===== src/rtl/dmem_arb_pkg.sv =====
// Shared types and constants for the data-memory arbiter slice.
package dmem_arb_pkg;

    typedef enum logic [1:0] {
        GNT_NONE = 2'd0,
        GNT_CPU  = 2'd1,
        GNT_DMA  = 2'd2
    } gnt_owner_e;

    localparam int         STARVE_CNT_W = 4;
    localparam logic [1:0] ALIGN_MASK   = 2'b11;

    function automatic logic is_misaligned(input logic [1:0] lsb);
        return (lsb & ALIGN_MASK) != 2'b00;
    endfunction

endpackage


===== src/rtl/dmem_arbiter_if.sv =====
// One requester port of the data-memory arbiter: request, same-cycle grant, registered response.
interface dmem_arbiter_if #(
    parameter int ADDR_W = 32,
    parameter int DATA_W = 32
);
    logic              req;
    logic              write;
    logic [ADDR_W-1:0] addr;
    logic [DATA_W-1:0] wdata;
    logic              gnt;
    logic              stall;
    logic              rsp_valid;
    logic [DATA_W-1:0] rdata;

    modport master (
        output req, write, addr, wdata,
        input  gnt, stall, rsp_valid, rdata
    );

    modport slave (
        input  req, write, addr, wdata,
        output gnt, stall, rsp_valid, rdata
    );
endinterface


===== src/rtl/dmem_arb_starve_ctr.sv =====
// Counts consecutive cycles the DMA port waits; raises force_dma once the limit is reached.
module dmem_arb_starve_ctr
    import dmem_arb_pkg::*;
#(
    parameter int STARVE_LIMIT = 4
) (
    input  logic clk,
    input  logic reset,
    input  logic dma_req,
    input  logic dma_gnt,
    output logic force_dma
);
    localparam logic [STARVE_CNT_W-1:0] LIMIT = STARVE_CNT_W'(STARVE_LIMIT);

    logic [STARVE_CNT_W-1:0] cnt;

    always_ff @(posedge clk) begin
        if (reset) begin
            cnt <= '0;
        end else if (dma_gnt) begin
            cnt <= '0;
        end else if (dma_req) begin
            if (cnt != LIMIT) begin
                cnt <= cnt + 1'b1;
            end
        end else begin
            cnt <= '0;
        end
    end

    assign force_dma = (cnt == LIMIT);

endmodule


===== src/rtl/dmem_arbiter.sv =====
// Single-port data-memory arbiter: CPU fixed priority, DMA anti-starvation slot, registered responses.
// Optional misalignment check enabled by defining DMEM_ALIGN_CHECK_EN.
module dmem_arbiter
    import dmem_arb_pkg::*;
#(
    parameter int ADDR_W       = 32,
    parameter int DATA_W       = 32,
    parameter int STARVE_LIMIT = 4
) (
    input  logic              clk,
    input  logic              reset,
    dmem_arbiter_if.slave     cpu,
    dmem_arbiter_if.slave     dma,
    output logic              rsp_err,
    output logic              mem_write,
    output logic [ADDR_W-1:0] mem_address,
    output logic [DATA_W-1:0] mem_write_data,
    input  logic [DATA_W-1:0] mem_read_data
);
    gnt_owner_e        owner;
    logic              force_dma;
    logic              sel_write;
    logic              misaligned;
    logic [DATA_W-1:0] load_data;

    dmem_arb_starve_ctr #(
        .STARVE_LIMIT (STARVE_LIMIT)
    ) u_starve (
        .clk       (clk),
        .reset     (reset),
        .dma_req   (dma.req),
        .dma_gnt   (dma.gnt),
        .force_dma (force_dma)
    );

    // Grants are held off during reset so no access can reach memory in that cycle.
    always_comb begin
        owner = GNT_NONE;
        if (!reset) begin
            if (force_dma && dma.req) begin
                owner = GNT_DMA;
            end else if (cpu.req) begin
                owner = GNT_CPU;
            end else if (dma.req) begin
                owner = GNT_DMA;
            end
        end
    end

    assign cpu.gnt   = (owner == GNT_CPU);
    assign dma.gnt   = (owner == GNT_DMA);
    assign cpu.stall = cpu.req & ~cpu.gnt;
    assign dma.stall = dma.req & ~dma.gnt;

    always_comb begin
        sel_write      = 1'b0;
        mem_address    = '0;
        mem_write_data = '0;
        case (owner)
            GNT_CPU: begin
                sel_write      = cpu.write;
                mem_address    = cpu.addr;
                mem_write_data = cpu.wdata;
            end
            GNT_DMA: begin
                sel_write      = dma.write;
                mem_address    = dma.addr;
                mem_write_data = dma.wdata;
            end
            default: ;
        endcase
    end

`ifdef DMEM_ALIGN_CHECK_EN
    assign misaligned = (owner != GNT_NONE) && is_misaligned(mem_address[1:0]);

    always_ff @(posedge clk) begin
        if (reset) begin
            rsp_err <= 1'b0;
        end else begin
            rsp_err <= misaligned;
        end
    end
`else
    assign misaligned = 1'b0;
    assign rsp_err    = 1'b0;
`endif

    assign mem_write = sel_write & ~misaligned;
    assign load_data = (sel_write || misaligned) ? '0 : mem_read_data;

    // rdata holds its last value between responses; only meaningful with rsp_valid.
    always_ff @(posedge clk) begin
        if (reset) begin
            cpu.rsp_valid <= 1'b0;
            dma.rsp_valid <= 1'b0;
            cpu.rdata     <= '0;
            dma.rdata     <= '0;
        end else begin
            cpu.rsp_valid <= cpu.gnt;
            dma.rsp_valid <= dma.gnt;
            if (cpu.gnt) begin
                cpu.rdata <= load_data;
            end
            if (dma.gnt) begin
                dma.rdata <= load_data;
            end
        end
    end

endmodule


===== src/flat_wrapper.sv =====
// flat-port wrapper written by rule: the top's interface ports become plain ports
module dmem_arbiter_flat import dmem_arb_pkg::*;
#(
    parameter int ADDR_W       = 32,
    parameter int DATA_W       = 32,
    parameter int STARVE_LIMIT = 4
)
  (clk, reset, rsp_err, mem_write, mem_address, mem_write_data, mem_read_data, cpu_req, cpu_write, cpu_addr, cpu_wdata, cpu_gnt, cpu_stall, cpu_rsp_valid, cpu_rdata, dma_req, dma_write, dma_addr, dma_wdata, dma_gnt, dma_stall, dma_rsp_valid, dma_rdata);
  dmem_arbiter_if #(.ADDR_W(ADDR_W), .DATA_W(DATA_W)) cpu_i ();
  dmem_arbiter_if #(.ADDR_W(ADDR_W), .DATA_W(DATA_W)) dma_i ();
  input  logic clk;
  input  logic reset;
  output logic rsp_err;
  output logic mem_write;
  output logic [ADDR_W-1:0] mem_address;
  output logic [DATA_W-1:0] mem_write_data;
  input  logic [DATA_W-1:0] mem_read_data;
  input wire logic [$bits(cpu_i.req)-1:0] cpu_req;
  input wire logic [$bits(cpu_i.write)-1:0] cpu_write;
  input wire logic [$bits(cpu_i.addr)-1:0] cpu_addr;
  input wire logic [$bits(cpu_i.wdata)-1:0] cpu_wdata;
  output wire logic [$bits(cpu_i.gnt)-1:0] cpu_gnt;
  output wire logic [$bits(cpu_i.stall)-1:0] cpu_stall;
  output wire logic [$bits(cpu_i.rsp_valid)-1:0] cpu_rsp_valid;
  output wire logic [$bits(cpu_i.rdata)-1:0] cpu_rdata;
  input wire logic [$bits(dma_i.req)-1:0] dma_req;
  input wire logic [$bits(dma_i.write)-1:0] dma_write;
  input wire logic [$bits(dma_i.addr)-1:0] dma_addr;
  input wire logic [$bits(dma_i.wdata)-1:0] dma_wdata;
  output wire logic [$bits(dma_i.gnt)-1:0] dma_gnt;
  output wire logic [$bits(dma_i.stall)-1:0] dma_stall;
  output wire logic [$bits(dma_i.rsp_valid)-1:0] dma_rsp_valid;
  output wire logic [$bits(dma_i.rdata)-1:0] dma_rdata;
  assign cpu_i.req = cpu_req;
  assign cpu_i.write = cpu_write;
  assign cpu_i.addr = cpu_addr;
  assign cpu_i.wdata = cpu_wdata;
  assign cpu_gnt = cpu_i.gnt;
  assign cpu_stall = cpu_i.stall;
  assign cpu_rsp_valid = cpu_i.rsp_valid;
  assign cpu_rdata = cpu_i.rdata;
  assign dma_i.req = dma_req;
  assign dma_i.write = dma_write;
  assign dma_i.addr = dma_addr;
  assign dma_i.wdata = dma_wdata;
  assign dma_gnt = dma_i.gnt;
  assign dma_stall = dma_i.stall;
  assign dma_rsp_valid = dma_i.rsp_valid;
  assign dma_rdata = dma_i.rdata;
  dmem_arbiter #(.ADDR_W(ADDR_W), .DATA_W(DATA_W), .STARVE_LIMIT(STARVE_LIMIT)) u_core (.clk(clk), .reset(reset), .cpu(cpu_i), .dma(dma_i), .rsp_err(rsp_err), .mem_write(mem_write), .mem_address(mem_address), .mem_write_data(mem_write_data), .mem_read_data(mem_read_data));
endmodule

===== config.mk =====
export PLATFORM = sky130hd
export DESIGN_NAME = dmem_arbiter_flat
export DESIGN_NICKNAME = d
export VERILOG_FILES = /design/src/rtl/dmem_arb_pkg.sv /design/src/rtl/dmem_arbiter_if.sv /design/src/rtl/dmem_arb_starve_ctr.sv /design/src/rtl/dmem_arbiter.sv /design/src/flat_wrapper.sv
export SDC_FILE = /design/constraint.sdc
export NUM_CORES = 1
export LEC_CHECK = 0
export ABC_AREA = 0
export CAP_MARGIN = 25
export CORE_AREA = 2 2 107 135
export DETAILED_ROUTE_END_ITERATION = 6
export DIE_AREA = 0 0 109 137
export HOLD_SLACK_MARGIN = 0.08
export PLACE_DENSITY = 0.77
export SLEW_MARGIN = 20
export SYNTH_ARGS = -nofsm -noshare
export SYNTH_HDL_FRONTEND = slang
export SYNTH_SLANG_ARGS = --single-unit
export TNS_END_PERCENT = 5

===== constraint.sdc =====
create_clock -name clk -period 3.7 [get_ports clk]
set_input_delay 1.11 -clock clk [delete_from_list [all_inputs] [get_ports clk]]
set_output_delay 1.11 -clock clk [all_outputs]
set_load 0.01 [all_outputs]

==> key figures <==
Run status
  – Status: complete, but fails checks
  – Failing checks: negative setup slack

Critical path
  – CP peak stage delay: 280 ps
  – CP delay by family, top: buffers and inverters
  – Worst r2r path cells: 13
  – Data arrival, critical path: 2710 ps
  – Crit-path slowest cell: ha_4
  – Levels on crit path: 11
  – CP Class: in -> out
  – Crit. Startpoint: reset
  – Type of destination of the critical path: output port
  – Reg-to-reg setup timing slack: 670 ps
  – CP most frequent cell: buf_6
  – RR Endpoint: u_core.dma.rdata[7]
  – Critical Path RT: 2590 ps
  – Worst r2r src: u_core.u_starve.cnt[0]
  – CP Cell Sequence: buf_8 > nand2b_4 > a21o_4 > ha_4 > nor2b_4 > buf_6 > buf_6 > buf_12 > buf_16 > a32o_2 > buf_6
  – Startpoint Class: input port
  – CP Buf/Inv Count: 6
  – Critical path peak fanout: 6

Floorplanning
  – Die W: 109 um
  – Initial cell density of the core: 0.317
  – Core region area: 13600 um2
  – IO Count: 302
  – Die area: 14900 um2
  – Rows: 48
  – Chip Height: 137 um

Global route
  – Largest net degree at the start of global routing: 70
  – Initial antenna violation count: 4
  – GRT Total Usage: 0.310
  – GRT overflow: 0
  – First-pass GRT wire length: 34700 um
  – Vias in the first global route: 5651

Final layout
  – Area growth syn-to-layout: 91.9%
  – Nets: 961
  – Layout cells sized above 1: 0.256
  – Fill cells: 1179
  – Post-layout util: 0.608

Routing
  – DR iter-0 viols: 466
  – DR pass1 iterations: 5
  – Vias per cell: 5.83
  – Via count: 5665
  – Drt wl/cell: 24.5 um
  – Drt total wl: 23800 um
  – Post-route ant nets: 0
  – Residual DRC count: 0

Yosys
  – Most common cell in the synthesized netlist: dfxtp_1
  – Async SR Flop Fraction: 0
  – Primary FF master, synth: dfxtp_1
  – Syn nets: 673
  – Number of synthesized flops with an enable pin: 0
  – Area of the mapped netlist: 4320 um2
  – Avg Synthesized Cell Area: 8.58 um2
  – Yosys warnings: 0
  – Post-synthesis sequential area ratio: 0.325
  – Synth area leader: dfxtp_1
  – Unique masters post-synth: 34
  – Post-synth top cells: dfxtp_1, nor2b_1, a31oi_1
  – Share of the synthesized area in the top cell type: 0.325
  – Yosys reg bits: 70
  – Synth Instances: 503
  – Area contributors post-synth: dfxtp_1, a32o_1, nor2b_1

Placement
  – Placer Congestion: 0.920
  – Port bufs: 300
  – Post-DP HPWL: 16900 um

Flow run
  – Max-cap violations: 0

Power and ir drop
  – Sequential power share: 0.339
  – Switching Fraction: 0.276
  – Leak Pwr: 3.52 nW
  – Internal power: 1.74 mW
  – Psw: 0.664 mW
  – Pwr dens: 291 nW/um2
  – Clk network pwr share: 0.351
  – Total power: 2.41 mW
  – Combinational power share: 0.310
  – VDD IR max: 0.000251 V

Clocking
  – CTS tree: built
  – CTS Buf Count: 9
  – Clk sinks: 70
  – Clock Pin Slew Worst Setup and Hold Paths: 50 ps
  – Clk Latency, worst-skew pair: 320 ps
  – Clock Tree Buf Depth: 2
  – CTS root buf: clkbuf_16
  – H-tree depth: 3

Min path
  – Hold endpoint: u_core.u_starve.cnt[1]
  – Worst hold stages: 2
  – Hold Startpoint: u_core.u_starve.cnt[1]
  – Hold Path Class: reg -> reg

Timing
  – Fin crit share: 1.03
  – Final WS setup: -125 ps
  – Fin Hold WS: 587 ps
  – Slew @ Worst Pin: 709 ps
  – Relative slew slack: 0.527
  – Final hold viol count: 0
  – Minimum clock period: 3820 ps
  – Slew Viols, Final: 0
  – Final TNS setup: -3520 ps
  – Setup Skew: 7.38 ps
  – RSZ-0062 raised after global routing: yes
  – Final setup viols: 65
  – Max Fclk: 0.261 GHz
==> layout by cell type (no fill, tap or decap), drive strengths merged, types with 2 or more instances in the layout <==
cell type        n
a21oi           33
a31oi           64
a32o            63
and3b            2
buf            113
clkbuf          10
clkdlybuf4s50  230
clkinv           3
dfxtp           70
diode            2
dlygate4sd2      2
ha               4
inv             39
mux2i            2
nand2            4
nand3b           5
nor2             3
nor2b           69
nor3             3
o2111ai         32
o32ai           32
==> cell families after synthesis <==
logic type	count (synthesis)	share of synthesized area
AOI/OAI and AO/OA	228	0.416
buffers and inverters	108	0.111
and+or+nand+nor	89	0.130
DFF	70	0.325
adders and majority gates	4	0.0116
muxes	2	0.00464
other	1	0.000868
xor gates and xnor gates	1	0.00203
==> stage by stage <==
stage,instances,instance area [um2],worst slack [ps]
after floorplan,503,4510,4.31
after global placement,938,7630,-807
after detailed placement,938,7630,-846
after CTS,968,8240,-122
after global routing,969,8280,-153
final,971,8290,-125
==> final cells by class <==
class	count	area, um2	area share
multi-input combinational	325	2580	0.312
inverter	39	159	0.0192
sequential	70	1400	0.169
timing repair buffer	346	3630	0.438
clock buffer	10	239	0.0288
clock inverter	4	48.8	0.00589
antenna	2	5.00	0.000604
tap	175	219	0.0264
==> power groups by stage <==
stage / registers [mW] / logic [mW] / clock network, mW
6_report: 0.815 / 0.747 / 0.846
5_1_grt: 0.819 / 0.786 / 0.895
4_1_cts: 0.815 / 0.736 / 0.864
3_5_place_dp: 0.831 / 0.675 / 0
3_3_place_gp: 0.829 / 0.670 / 0
2_1_floorplan: 0.846 / 0.250 / 0
==> worst max path at each step <==
stage,to,slack [ps]
detailed placement,mem_write_data[27],-850
global placement,mem_write_data[26],-810
finish,mem_write_data[24],-120
CTS,mem_write_data[29],-120
floorplan,mem_address[0],4
global route,mem_write_data[16],-150
==> registers in the layout, summed over array words and instances, names as in the netlist <==
name and count:
u_core.cpu.rdata 32, u_core.cpu.rsp_valid 1, u_core.dma.rdata 32, u_core.dma.rsp_valid 1, u_core.u_starve.cnt 4
==> layer usage <==
layer / global-route usage / up-vias / routed length [um]
li1: - / 2575 / -
met1: 0.370 / 2753 / 9350
met2: 0.498 / 294 / 11100
met3: 0.148 / 39 / 2850
met4: 0.0805 / 4 / 525
met5: 0 / - / 29
==> what timing repair did <==
| item | in CTS | in global routing |
|---|---|---|
| pin swaps | 7 | 5 |
| endpoints found under the setup margin | 69 | 67 |
| cloned | 8 | 0 |
| buffers inserted | 8 | 1 |
| resized for setup | 358 | 13 |
| hold buffers | 0 | 0 |
| hold endpoints to repair | 0 | 0 |
==> worst register-to-register path, stage by stage, from the launching register on <==
cell and delay (ps):
dfxtp_1 330, inv_1 140, ha_4 170, buf_4 120, nand3b_4 90, a21o_4 240
buf_4 160, inv_6 100, ha_4 140, buf_4 110, buf_4 520, nand3b_1 240
buf_4 260, o32ai_1 320
Note: power is estimated with default switching activity, not from simulation.
